[config.mk]
export PLATFORM = sky130hd
export DESIGN_NAME = i2c_reg_slave_flat
export DESIGN_NICKNAME = d
export VERILOG_FILES = /design/src/rtl/i2c_reg_slave_pkg.sv /design/src/rtl/i2c_reg_slave_if.sv /design/src/rtl/i2c_reg_slave_line_sync.sv /design/src/rtl/i2c_reg_slave.sv /design/src/flat_wrapper.sv
export SDC_FILE = /design/constraint.sdc
export NUM_CORES = 1
export LEC_CHECK = 0
export CAP_MARGIN = 15
export CORE_ASPECT_RATIO = 1.1
export CORE_MARGIN = 1.5
export CORE_UTILIZATION = 59
export CTS_BUF_LIST = sky130_fd_sc_hd__clkbuf_2
export DETAILED_ROUTE_END_ITERATION = 12
export PLACE_DENSITY = 0.84
export SETUP_SLACK_MARGIN = 0.15
export SYNTH_ARGS = -nofsm -noshare
export SYNTH_HDL_FRONTEND = slang
export SYNTH_SLANG_ARGS = --single-unit
[constraint.sdc]
create_clock -name clk -period 2.7 [get_ports clk]
set_input_delay 0.54 -clock clk [delete_from_list [all_inputs] [get_ports clk]]
set_output_delay 0.54 -clock clk [all_outputs]
set_load 0.02 [all_outputs]
[src/rtl/i2c_reg_slave_pkg.sv]
// Shared types and constants for the I2C write-only register responder.
// Holds the FSM state encoding, the WM8978 device address and the 16-bit frame layout.
package i2c_reg_slave_pkg;

  typedef enum logic [2:0] {
    ST_IDLE,
    ST_ADDR,
    ST_ACK_A,
    ST_HI,
    ST_ACK_H,
    ST_LO,
    ST_ACK_L,
    ST_IGNORE
  } state_e;

  localparam logic [6:0] WM8978_ADDR = 7'h1A;

  // Frame as sent on the wire: register address in [15:9], data in [8:0].
  typedef struct packed {
    logic [6:0] addr;
    logic [8:0] data;
  } frame_t;

endpackage

[src/rtl/i2c_reg_slave_if.sv]
// I2C bus as seen by the responder: SCL and resolved SDA in, open-drain pull-down out.
interface i2c_reg_slave_if;

  logic scl;
  logic sda_in;
  logic sda_oe;

  modport master (output scl, output sda_in, input sda_oe);
  modport slave  (input scl, input sda_in, output sda_oe);

endinterface

[src/rtl/i2c_reg_slave_line_sync.sv]
// Two-flop synchronizers plus one history flop on SCL and SDA; derives SCL edges
// and START/STOP conditions purely from the synchronized samples.
module i2c_reg_slave_line_sync (
  input  logic clk,
  input  logic rst_n,
  input  logic scl,
  input  logic sda,
  output logic scl_rise,
  output logic scl_fall,
  output logic start_det,
  output logic stop_det,
  output logic sda_s
);

  // Bit 0 is the metastable stage, bit 1 the synced sample, bit 2 the previous synced sample.
  logic [2:0] scl_q;
  logic [2:0] sda_q;

  // NOTE: sequential state uses non-blocking assignments so every flop samples pre-edge values.
  always_ff @(posedge clk) begin
    if (!rst_n) begin
      scl_q <= '1;
      sda_q <= '1;
    end else begin
      scl_q <= {scl_q[1:0], scl};
      sda_q <= {sda_q[1:0], sda};
    end
  end

  assign scl_rise  =  scl_q[1] & ~scl_q[2];
  assign scl_fall  = ~scl_q[1] &  scl_q[2];
  assign start_det =  scl_q[1] &  scl_q[2] &  sda_q[2] & ~sda_q[1];
  assign stop_det  =  scl_q[1] &  scl_q[2] & ~sda_q[2] &  sda_q[1];
  assign sda_s     =  sda_q[1];

endmodule

[src/rtl/i2c_reg_slave.sv]
// I2C write-only responder for WM8978-style frames: decodes {reg[6:0], data[8:0]}
// byte pairs, ACKs them and commits them into a 9-bit register file.
module i2c_reg_slave
  import i2c_reg_slave_pkg::*;
#(
  parameter logic [6:0] SLAVE_ADDR = WM8978_ADDR,
  parameter int         REG_DEPTH  = 64
) (
  input  logic           clk,
  input  logic           rst_n,
  i2c_reg_slave_if.slave bus,
  output logic           wr_en,
  output logic [6:0]     wr_addr,
  output logic [8:0]     wr_data,
  output logic           wr_err,
  output logic           busy,
  input  logic [6:0]     rd_addr,
  output logic [8:0]     rd_data
);

  localparam int         AW      = (REG_DEPTH > 1) ? $clog2(REG_DEPTH) : 1;
  localparam logic [7:0] DEPTH_L = 8'(REG_DEPTH);

  logic scl_rise, scl_fall, start_det, stop_det, sda_s;

  i2c_reg_slave_line_sync u_line_sync (
    .clk       (clk),
    .rst_n     (rst_n),
    .scl       (bus.scl),
    .sda       (bus.sda_in),
    .scl_rise  (scl_rise),
    .scl_fall  (scl_fall),
    .start_det (start_det),
    .stop_det  (stop_det),
    .sda_s     (sda_s)
  );

  state_e     state_q;
  logic [2:0] bit_cnt_q;
  logic [6:0] shift_q;
  frame_t     frame_q;
  logic       sda_oe_q, busy_q, wr_en_q, wr_err_q;
  logic [6:0] wr_addr_q;
  logic [8:0] wr_data_q, rd_data_q;
  logic [8:0] regs_q [REG_DEPTH];

  logic [7:0] byte_d;
  logic       commit, commit_in_range, rd_in_range;

  assign byte_d          = {shift_q, sda_s};
  // The SCL fall that releases the third ACK is the commit point.
  assign commit          = (state_q == ST_ACK_L) && scl_fall && sda_oe_q;
  assign commit_in_range = {1'b0, frame_q.addr} < DEPTH_L;
  assign rd_in_range     = {1'b0, rd_addr} < DEPTH_L;

  always_ff @(posedge clk) begin
    if (!rst_n) begin
      state_q   <= ST_IDLE;
      bit_cnt_q <= '0;
      shift_q   <= '0;
      frame_q   <= '0;
      sda_oe_q  <= 1'b0;
      busy_q    <= 1'b0;
      wr_en_q   <= 1'b0;
      wr_addr_q <= '0;
      wr_data_q <= '0;
      wr_err_q  <= 1'b0;
    end else begin
      wr_en_q <= 1'b0;
      if (commit) begin
        wr_en_q   <= 1'b1;
        wr_addr_q <= frame_q.addr;
        wr_data_q <= frame_q.data;
        if (!commit_in_range) wr_err_q <= 1'b1;
      end

      // Bus conditions override the byte FSM; a commit above still completes.
      if (stop_det) begin
        state_q   <= ST_IDLE;
        busy_q    <= 1'b0;
        sda_oe_q  <= 1'b0;
        bit_cnt_q <= '0;
      end else if (start_det) begin
        state_q   <= ST_ADDR;
        busy_q    <= 1'b1;
        sda_oe_q  <= 1'b0;
        bit_cnt_q <= '0;
      end else begin
        unique case (state_q)
          ST_ADDR, ST_HI, ST_LO: begin
            if (scl_rise) begin
              shift_q   <= byte_d[6:0];
              bit_cnt_q <= bit_cnt_q + 3'd1;
              if (bit_cnt_q == 3'd7) begin
                if (state_q == ST_ADDR) begin
                  state_q <= (byte_d[7:1] == SLAVE_ADDR && !byte_d[0]) ? ST_ACK_A : ST_IGNORE;
                end else if (state_q == ST_HI) begin
                  frame_q[15:8] <= byte_d;
                  state_q       <= ST_ACK_H;
                end else begin
                  frame_q[7:0] <= byte_d;
                  state_q      <= ST_ACK_L;
                end
              end
            end
          end
          ST_ACK_A, ST_ACK_H, ST_ACK_L: begin
            // First fall drives the ACK, the second releases it and moves on.
            if (scl_fall) begin
              sda_oe_q <= !sda_oe_q;
              if (sda_oe_q) state_q <= (state_q == ST_ACK_H) ? ST_LO : ST_HI;
            end
          end
          default: ;
        endcase
      end
    end
  end

  // NOTE: the register file is reset explicitly because reset and soft reset must both clear it.
  always_ff @(posedge clk) begin
    if (!rst_n || (commit && frame_q.addr == 7'd0)) begin
      for (int i = 0; i < REG_DEPTH; i++) regs_q[i] <= '0;
    end else if (commit && commit_in_range) begin
      regs_q[frame_q.addr[AW-1:0]] <= frame_q.data;
    end
  end

  always_ff @(posedge clk) begin
    if (!rst_n) rd_data_q <= '0;
    else        rd_data_q <= rd_in_range ? regs_q[rd_addr[AW-1:0]] : '0;
  end

  assign bus.sda_oe = sda_oe_q;
  assign wr_en      = wr_en_q;
  assign wr_addr    = wr_addr_q;
  assign wr_data    = wr_data_q;
  assign wr_err     = wr_err_q;
  assign busy       = busy_q;
  assign rd_data    = rd_data_q;

endmodule
[src/flat_wrapper.sv]
// flat-port wrapper written by rule: the top's interface ports become plain ports
module i2c_reg_slave_flat import i2c_reg_slave_pkg::*;
#(
  parameter logic [6:0] SLAVE_ADDR = WM8978_ADDR,
  parameter int         REG_DEPTH  = 64
)
  (clk, rst_n, wr_en, wr_addr, wr_data, wr_err, busy, rd_addr, rd_data, bus_scl, bus_sda_in, bus_sda_oe);
  i2c_reg_slave_if bus_i ();
  input  logic clk;
  input  logic rst_n;
  output logic wr_en;
  output logic [6:0] wr_addr;
  output logic [8:0] wr_data;
  output logic wr_err;
  output logic busy;
  input  logic [6:0] rd_addr;
  output logic [8:0] rd_data;
  input wire logic [$bits(bus_i.scl)-1:0] bus_scl;
  input wire logic [$bits(bus_i.sda_in)-1:0] bus_sda_in;
  output wire logic [$bits(bus_i.sda_oe)-1:0] bus_sda_oe;
  assign bus_i.scl = bus_scl;
  assign bus_i.sda_in = bus_sda_in;
  assign bus_sda_oe = bus_i.sda_oe;
  i2c_reg_slave #(.SLAVE_ADDR(SLAVE_ADDR), .REG_DEPTH(REG_DEPTH)) u_core (.clk(clk), .rst_n(rst_n), .bus(bus_i), .wr_en(wr_en), .wr_addr(wr_addr), .wr_data(wr_data), .wr_err(wr_err), .busy(busy), .rd_addr(rd_addr), .rd_data(rd_data));
endmodule
==> results of run 1 <==
final timing paths:
kind,to,slack (ns),from
worst min-delay path,u_core.rd_data[8],0.21,rd_addr[2]
worst max register to register,u_core.regs_q[50][0],0.30,u_core.bus.sda_oe
worst max-delay path,rd_data[5],0.23,u_core.rd_data[5]
worst min register to register,u_core.u_line_sync.scl_q[1],0.43,u_core.u_line_sync.scl_q[0]
registers in the layout (all words and copies together) (netlist names):
name and cells:
u_core.bus.sda_oe 1, u_core.shift_q 7, u_core.wr_en 1, u_core.wr_err 1, u_core.regs_q 576, u_core.frame_q 16
u_core.rd_data 9, u_core.state_q 3, u_core.busy 1, u_core.bit_cnt_q 3, u_core.u_line_sync.scl_q 3, u_core.wr_addr 7
u_core.u_line_sync.sda_q 3, u_core.wr_data 9
cell type report:
class	instances	area, um^2	area share, %
Inverter	2	7.51	0.0232
Tap cell	652	816	2.52
Sequential cell	640	18600	57.5
Clock inverter	48	244	0.754
Clock buffer	218	1090	3.37
Multi-Input combinational cell	1171	9760	30.2
Antenna cell	1	2.50	0.00773
Timing Repair Buffer	199	1850	5.72
placed cells by master (no fill, tap or decap), types with 3 or more instances in the layout:
master,n
a211oi_1,9
a21boi_0,23
a21oi_1,12
and2_1,570
buf_12,23
buf_4,136
clkbuf_2,219
clkdlybuf4s50_1,7
clkinv_1,39
clkinv_2,3
conb_1,9
dfxtp_1,55
dfxtp_2,9
dlygate4sd2_1,26
edfxtp_1,576
mux2i_1,37
mux4_2,152
nand2_1,56
nand2b_1,13
nand3_1,18
nand3b_1,5
nor2_1,39
nor2_2,30
nor2_4,8
nor2b_1,34
nor4_1,3
o21ai_0,18
o21ai_1,56
o221ai_1,5
o22a_1,6
o22ai_1,19
o41ai_1,6
or3_1,6
kinds of logic (layout without fill, tap and decap cells):
kind of cell | Yosys count | in the layout | share of synthesized area, %
other cells | 1 | 10 | 0.0129
fa+ha+maj | 2 | 2 | 0.0862
mux | 191 | 191 | 13.1
buf+inv | 162 | 467 | 2.55
flops | 640 | 640 | 64.0
xor+xnor | 3 | 3 | 0.0905
simple gates | 800 | 800 | 16.6
compound gates | 166 | 166 | 3.58
per-stage QoR:
stage / hold WS [ns] / instance area (um^2)
after floorplan: 0.386 / 29100
after global placement: 0.396 / 31000
after detailed placement: 0.405 / 31000
after CTS: 0.107 / 32400
after global routing: 0.162 / 32400
final: 0.207 / 32400
per-layer routing:
layer  vias to the layer above  share of wire, %  GRT usage [%]
li1                       7680                 -              -
met1                      8823                36           35.5
met3                       182                11           7.03
met2                      1081                49           44.9
met4                         2               4.4           14.3
met5                         -             0.017              0
Yosys cell counts, types with 13 or more instances:
| cell type | number | area (um^2) |
|---|---|---|
| and2_1 | 570 | 3570 |
| o22ai_1 | 19 | 119 |
| buf_2 | 32 | 160 |
| nor2_2 | 29 | 181 |
| dfxtp_1 | 64 | 1280 |
| nand2b_1 | 13 | 81.3 |
| nor2b_1 | 34 | 213 |
| nor2_1 | 40 | 150 |
| edfxtp_1 | 576 | 17300 |
| nand3_1 | 18 | 90.1 |
| mux4_2 | 152 | 3420 |
| clkbuf_1 | 107 | 402 |
| o21ai_0 | 45 | 225 |
| mux2i_1 | 37 | 370 |
| nand2_1 | 56 | 210 |
| a21boi_0 | 23 | 173 |
| o21ai_1 | 29 | 145 |
repair_timing:
action,CTS,global route
hold buffers,2,0
gates resized for setup,32,3
endpoints found under the setup margin,29,8
endpoints found under the hold margin,2,0
power by group:
part           leakage, nW  switching (mW)  internal (mW)
Combinational         4.52           0.715          0.636
Sequential            5.99           0.165           11.2
Clock                 1.02            3.70           2.35
==> qor.yml, run 1 <==
run_status:
  status: "complete, no violations"
synth:
  synth_edf_count: 576
  synth_area_per_cell_um2: 14.8
  syn_area_um2: 29000
  yosys_most_used_dff: "edfxtp_1"
  synth_seq_area_share_pct: 64.0
  synth_cells: 1965
  yosysWarnings: 0
  synthArstFlopShare_pct: 0
  synth-seq-cells: 640
  synth.distinct_cells: 57
timing:
  grt_setup_unrepaired: "no"
  finalHoldViolCount: 0
  timing.final.crit_period_ns: 2.47
  setup_violations: 0
  setup_slack_ns: 0.230
  fmax_ghz: 0.405
  slew_violations: 0
  finalCritPeriodShare_pct: 91.5
  final.setup.tns_ns: 0
  tightest_slew_ns: 1.07
  fin_skew_ns: 0.0842
  slew_headroom_pct: 28.3
clock_network:
  clock-sinks: 640
  cts_buffers: 150
  ctsRootBufferMaster: "clkbuf_2"
  clock_latency_ns: 1.17
  cts_buffer_depth: 3
  htreeDepth: 4
  clkTransAtPathRegs_ns: 0.10
  post_cts.repair.setup_buffers: 0
  cts_tree: "done"
placed_design:
  placed_cells: 2662
  gp_congestion: 0.914
  preCtsSetupSlack_ns: 0.0812
  hpwl_um: 45400
  port_buffers: 39
setup_path:
  critical_path_buf_inv_count: 1
  startpoint_type: "register"
  slowest_delay_ns: 0.43
  crit_required_ns: 2.16
  worstPathArrival_ns: 1.93
  cp.depth: 1
  worstPathCellList: "dlygate4sd2_1"
  worstSetupPathType: "reg -> out"
  end_kind: "output port"
  rr_worst_depth: 6
  slowest_stage: "dfxtp_1"
  crit_path_max_fanout: 1
  cp_top_family: "flip-flops"
run:
  drv_cap: 0
grt:
  antenna_found_initial: 3
  grt_pass1_wl_um: 105000
  grt_pass1_vias: 18100
  grt_max_degree: 64
  track_usage_pct: 27.9
  grt-ovfl-total: 0
layout:
  n_fill_cell: 3241
  utilization_pct: 66.3
  drive_gt1_share_pct: 26.2
  layout.nets: 2177
  synthToLayoutAreaGrowth_pct: 11.4
  final_cells: 2931
route:
  drtPass1Iterations: 5
  drt-total-wl_um: 69800
  ant_nets: 0
  drt-initial-drc-count: 1961
  dr_total_vias: 17800
  post-route-drc-count: 0
  wl_per_cell_um: 23.8
  viasPerCell: 6.06
hold_path:
  whs_path_depth: 5
  hold_class: "in -> reg"
pwr:
  ir_drop_mv: 0.361
  finalPower_mw: 18.8
  powerDensity_nw_per_um2: 580
  leakage_nw: 11.5
floorplanning:
  ioPinCount: 40
  die-area_um2: 50600
  die_h_um: 236
  rows: 85
  initial_core_util_pct: 59.5
  die_x_um: 215
  coreArea_um2: 48800
Note: power is estimated with default switching activity, not from simulation.
==> run 2: changes to the inputs <==
- CORE_MARGIN: 1.5 -> 4
==> run 2 against run 1 <==
Compared with the run above: sequential power hardly changed; largest cell class unchanged; worst setup slack lost 0.026 ns; first-iteration DRC count increased by 13%; maximum frequency decreased by 1.1%; non-clock buffer count increased by 14; utilization rose by 0.50 points; cell count rose by 0.44%; critical endpoint is now rd_data[7]; die area grew 4.5%.
==> qor.yml, run 2 (same netlist as run 1, synthesis figures left out) <==
floorplanning:
  die_x_um: 220  # +2.3%
  initial_core_util_pct: 59.5  # unchanged
  coreArea_um2: 48800  # unchanged
  die_h_um: 241  # +2.1%
  rows: 85  # unchanged
  ioPinCount: 40  # unchanged
  die-area_um2: 52800  # +4.5%
grt:
  grt_max_degree: 65  # +1.6%
  antenna_found_initial: 1  # -2
  track_usage_pct: 27.3  # -0.63 points
  grt-ovfl-total: 0  # unchanged
  grt_pass1_wl_um: 108000  # +2.4%
  grt_pass1_vias: 18300  # +0.95%
clock_network:
  htreeDepth: 4  # unchanged
  ctsRootBufferMaster: "clkbuf_2"
  post_cts.repair.setup_buffers: 0  # unchanged
  clock-sinks: 640  # unchanged
  cts_buffer_depth: 3  # unchanged
  cts_buffers: 147  # -2.0%
  cts_tree: "done"
  clkTransAtPathRegs_ns: 0.10  # about the same
  clock_latency_ns: 1.20  # +0.03 ns
layout:
  layout_commonest_cell: "edfxtp_1"
  top_regs: "u_core.regs_q (576), u_core.frame_q (16)"
  drive_gt1_share_pct: 27.1  # +0.90 points
  final_cell_mix: "edfxtp_1 (576), and2_1 (570), clkbuf_2 (212)"
  regMostFlops: "u_core.regs_q"
  largest_reg_flops: 576  # unchanged
  multi_input_area_um2: 9790  # +0.36%
  utilization_pct: 66.8  # +0.50 points
  seqCellArea_um2: 18600  # unchanged
  synthToLayoutAreaGrowth_pct: 12.3
  n_fill_cell: 3190  # -1.6%
  layout.nets: 2188  # +0.51%
route:
  drt-total-wl_um: 70300  # +0.66%
  drtPass1Iterations: 8  # +3
  wl_per_cell_um: 23.9  # +0.22%
  viasPerCell: 6.03  # -0.58%
  ant_nets: 0  # unchanged
  post-route-drc-count: 0  # unchanged
  dr_total_vias: 17700  # -0.14%
  drt-initial-drc-count: 2211  # +13%
timing:
  timing.final.crit_period_ns: 2.50  # +0.0263 ns
  slew_headroom_pct: 24.0  # -4.3 points
  finalCritPeriodShare_pct: 92.5  # +0.98 points
  final.setup.tns_ns: 0  # unchanged
  fin_hold_ws_ns: 0.0958  # -0.111 ns
  setup_slack_ns: 0.203  # -0.0263 ns
  fmax_ghz: 0.401  # -1.1%
  setup_violations: 0  # unchanged
  finalHoldViolCount: 0  # unchanged
  grt_setup_unrepaired: "no"
  fin_skew_ns: 0.102  # +0.0179 ns
  slew_violations: 0  # unchanged
  tightest_slew_ns: 1.14  # +0.0649 ns
setup_path:
  worstPathArrival_ns: 1.96  # +0.03 ns
  worstSetupPathType: "reg -> out"
  startpoint_type: "register"
  crit_path_max_fanout: 1  # unchanged
  crit_required_ns: 2.16  # about the same
  cp_top_family: "flip-flops"
  slowest_stage: "dfxtp_1"
  slowest_delay_ns: 0.43  # about the same
  end_kind: "output port"
  critical_path_buf_inv_count: 1  # unchanged
  worstPathCellList: "clkdlybuf4s15_1"
pwr:
  finalPower_mw: 19.1  # +1.9%
  leakage_nw: 11.6  # +0.76%
  ir_drop_mv: 0.438  # +21%
  powerDensity_nw_per_um2: 587  # +1.2%
run:
  drv_cap: 0  # unchanged
placed_design:
  gp_congestion: 0.915  # +0.11%
  hpwl_um: 46600  # +2.6%
  preCtsSetupSlack_ns: -0.0604  # -0.142 ns
  port_buffers: 39  # unchanged
hold_path:
  hold_class: "in -> reg"
run_status:
  status: "complete, no violations"
run 2: repair_timing:
action / CTS / global route
hold buffers: 2 / 0
pin swaps: 0 / 0
hold endpoints to repair: 2 / 0
resized for setup: 36 / 15
endpoints found under the setup margin: 29 / 183
cloned: 0 / 0
run 2: final timing paths:
| path | slack, ns | from | endpoint | depth (start not counted) |
|---|---|---|---|---|
| worst max-delay path | 0.20 | u_core.rd_data[7] | rd_data[7] | 1 |
| worst max register to register | 0.27 | u_core.u_line_sync.scl_q[2] | u_core.regs_q[19][6] | 7 |
| worst min-delay path | 0.1 | rd_addr[2] | u_core.rd_data[0] | 4 |
| worst min register to register | 0.41 | u_core.u_line_sync.sda_q[0] | u_core.u_line_sync.sda_q[1] | 1 |
run 2: report_power, final:
group | internal [mW] | leakage (nW) | switching (mW)
Clock | 2.59 | 1.04 | 3.82
Sequential | 11.2 | 5.99 | 0.169
Combinational | 0.639 | 4.58 | 0.704
run 2: final cells by class:
type                    instances  share of cell area [%]
diodes                          1                 0.00768
clock buffers                 210                    3.22
clock inverters                55                    1.14
inverters                       2                  0.0230
multi-input cells            1171                    30.0
flip-flops and latches        640                    57.0
well taps                     652                    2.50
repair buffers                213                    6.06
run 2: per-layer routing:
layer  track usage, %  vias to the layer above  part of all wire, %
met5                0                        -                    0
met4             12.6                        0                  4.5
met3             5.16                      199                  9.0
met2             45.6                     1050                   51
met1             35.1                     8786                   35
li1                 -                     7708                    -
run 2: metrics by stage:
stage	std cells	cell area [um^2]
after floorplan	1973	29100
after global placement	2676	31200
after detailed placement	2676	31200
after CTS	2943	32600
after global routing	2944	32600
final	2944	32600
==> run 3: changes to the inputs <==
- CORE_UTILIZATION: 59 -> 52
- PLACE_DENSITY: 0.84 -> 0.76
==> run 3 against run 2 <==
Compared with the run above: via count is 2.0% lower; maximum frequency is 3.0% higher; count of clock-buffer cells in the layout is 21 higher; final area decreased by 0.48%; utilization shrank 7.9 points; total power shrank 1.3%; register-to-register slack is essentially flat; die area rose by 13%; highest routed layer is now met5.
==> qor.yml, run 3 (same netlist as run 1, synthesis figures left out) <==
pwr:
  leakage_nw: 11.5  # -0.66%
  ir_drop_mv: 0.407  # -6.9%
  powerDensity_nw_per_um2: 582  # -0.85%
timing:
  fin_skew_ns: 0.116  # +0.0140 ns
  setup_violations: 0  # unchanged
  setup_slack_ns: 0.275  # +0.0720 ns
  timing.final.crit_period_ns: 2.42  # -0.0720 ns
  tightest_slew_ns: 1.04  # -0.103 ns
  slew_headroom_pct: 30.8  # +6.9 points
  fmax_ghz: 0.412  # +3.0%
  finalHoldViolCount: 0  # unchanged
  finalCritPeriodShare_pct: 89.8  # -2.7 points
  grt_setup_unrepaired: "no"
  slew_violations: 0  # unchanged
placed_design:
  gp_congestion: 0.896  # -2.1%
  preCtsSetupSlack_ns: -0.0430  # +0.0174 ns
  port_buffers: 39  # unchanged
  hpwl_um: 47000  # +0.90%
layout:
  layout.nets: 2180  # -0.37%
  regMostFlops: "u_core.regs_q"
  top_regs: "u_core.regs_q (576), u_core.frame_q (16)"
  synthToLayoutAreaGrowth_pct: 11.7
  final_cell_mix: "edfxtp_1 (576), and2_1 (570), clkbuf_2 (234)"
  largest_reg_flops: 576  # unchanged
  layout_commonest_cell: "edfxtp_1"
  drive_gt1_share_pct: 27.5  # +0.41 points
  utilization_pct: 58.9  # -7.9 points
clock_network:
  post_cts.repair.setup_buffers: 0  # unchanged
  clkTransAtPathRegs_ns: 0.12  # +0.02 ns
  clock_latency_ns: 1.19  # about the same
  cts_buffers: 153  # +4.1%
  htreeDepth: 4  # unchanged
  ctsRootBufferMaster: "clkbuf_2"
  cts_buffer_depth: 3  # unchanged
  cts_tree: "done"
  clock-sinks: 640  # unchanged
setup_path:
  crit_path_frequent_cell: "buf_4"
  slowest_delay_ns: 0.54  # +0.11 ns
  crit_required_ns: 3.51  # +1.35 ns
  crit_path_max_fanout: 12  # +11
  crit_start: "u_core.state_q[0]"
  slowest_stage: "o41a_4"
  startpoint_type: "register"
  end_kind: "register"
  worstSetupPathType: "reg -> reg"
  rr_startpoint: "u_core.state_q[0]"
  worstPathArrival_ns: 3.24  # +1.28 ns
  worstPathCellList: "and4b_1 > nand3_1 > o41a_4 > buf_4 > buf_4 > o21ai_1 > buf_4"
  reg2reg_slack_ns: 0.28  # about the same
  rr_worst_depth: 7  # unchanged
route:
  dr_total_vias: 17400  # -2.0%
  ant_nets: 0  # unchanged
  met1Wirelength_um: 26300  # +5.6%
  top_layer_used: "met5"
  viasPerCell: 5.76  # -4.4%
  post-route-drc-count: 0  # unchanged
  drt-initial-drc-count: 1675  # -24%
  wl_met3_um: 6310  # -0.71%
  drt-total-wl_um: 71000  # +1.0%
  drtPass1Iterations: 6  # -2
  wl_per_cell_um: 23.5  # -1.5%
  wl_met2_um: 35300  # -1.4%
hold_path:
  hold_class: "in -> reg"
  hold_start: "rd_addr[2]"
  whs_path_depth: 6  # +2
floorplanning:
  die_x_um: 233  # +6.3%
  die-area_um2: 59700  # +13%
  ioPinCount: 40  # unchanged
  die_h_um: 256  # +6.3%
  rows: 90  # +5.9%
  initial_core_util_pct: 52.7  # -6.8 points
  coreArea_um2: 55100  # +13%
run:
  drv_cap: 0  # unchanged
grt:
  grt_pass1_wl_um: 108000  # +0.40%
  grt_max_degree: 51  # -22%
  track_usage_pct: 24.2  # -3.1 points
  antenna_found_initial: 2  # +1
  grt-ovfl-total: 0  # unchanged
  grt_pass1_vias: 18100  # -0.96%
run_status:
  status: "complete, no violations"
==> run 3: final cells by class <==
class / instances / area [um^2]
antenna: 3 / 7.51
clock inverter: 36 / 196
inverter: 2 / 7.51
sequential: 640 / 18600
timing repair buffer: 199 / 1790
multi-input combinational: 1171 / 9770
fill: 4179 / 22600
tap: 736 / 921
clock buffer: 231 / 1160
==> run 3: stage by stage <==
stage | std cells | cell area (um^2) | hold WS (ns) | TNS (ns) | total power, mW
floorplan | 1973 | 29100 | 0.386 | -1.91 | 12.3
global placement | 2745 | 31100 | 0.390 | 0 | 12.9
detailed placement | 2745 | 31100 | 0.393 | -0.382 | 12.9
CTS | 3015 | 32400 | 0.0769 | 0 | 19.0
global route | 3017 | 32400 | 0.221 | 0 | 19.6
finish | 3018 | 32400 | 0.218 | 0 | 18.9
==> run 3: final timing paths <==
check	to
min reg2reg	u_core.u_line_sync.sda_q[1]
max	u_core.regs_q[38][0]
min	u_core.rd_data[8]
max reg2reg	u_core.regs_q[38][0]
==> run 3: power by group <==
part | internal [mW] | switching [mW] | leakage, nW
combinational | 0.627 | 0.699 | 4.48
sequential | 11.2 | 0.165 | 5.99
clock | 2.45 | 3.73 | 1.06
total | 14.3 | 4.60 | 11.5
==> run 3: per-layer routing <==
| metal | vias to the layer above | global-route usage (%) |
|---|---|---|
| li1 | 7705 | - |
| met1 | 8646 | 31.1 |
| met2 | 841 | 39.3 |
| met3 | 186 | 5.82 |
| met4 | 2 | 11.1 |
| met5 | - | 0 |
==> run 3: critical path: cells and delay by family, from the launching register on <==
family	cells	cell delay [ns]
AOI/OAI and AO/OA	2	0.63
buffers and inverters	3	0.62
DFF	1	0.35
and+or+nand+nor	2	0.50
==> run 3: what timing repair did <==
action	in CTS	in global routing
endpoints found under the hold margin	3	0
setup endpoints to repair	29	163
gates resized for setup	49	10
hold buffers	3	0
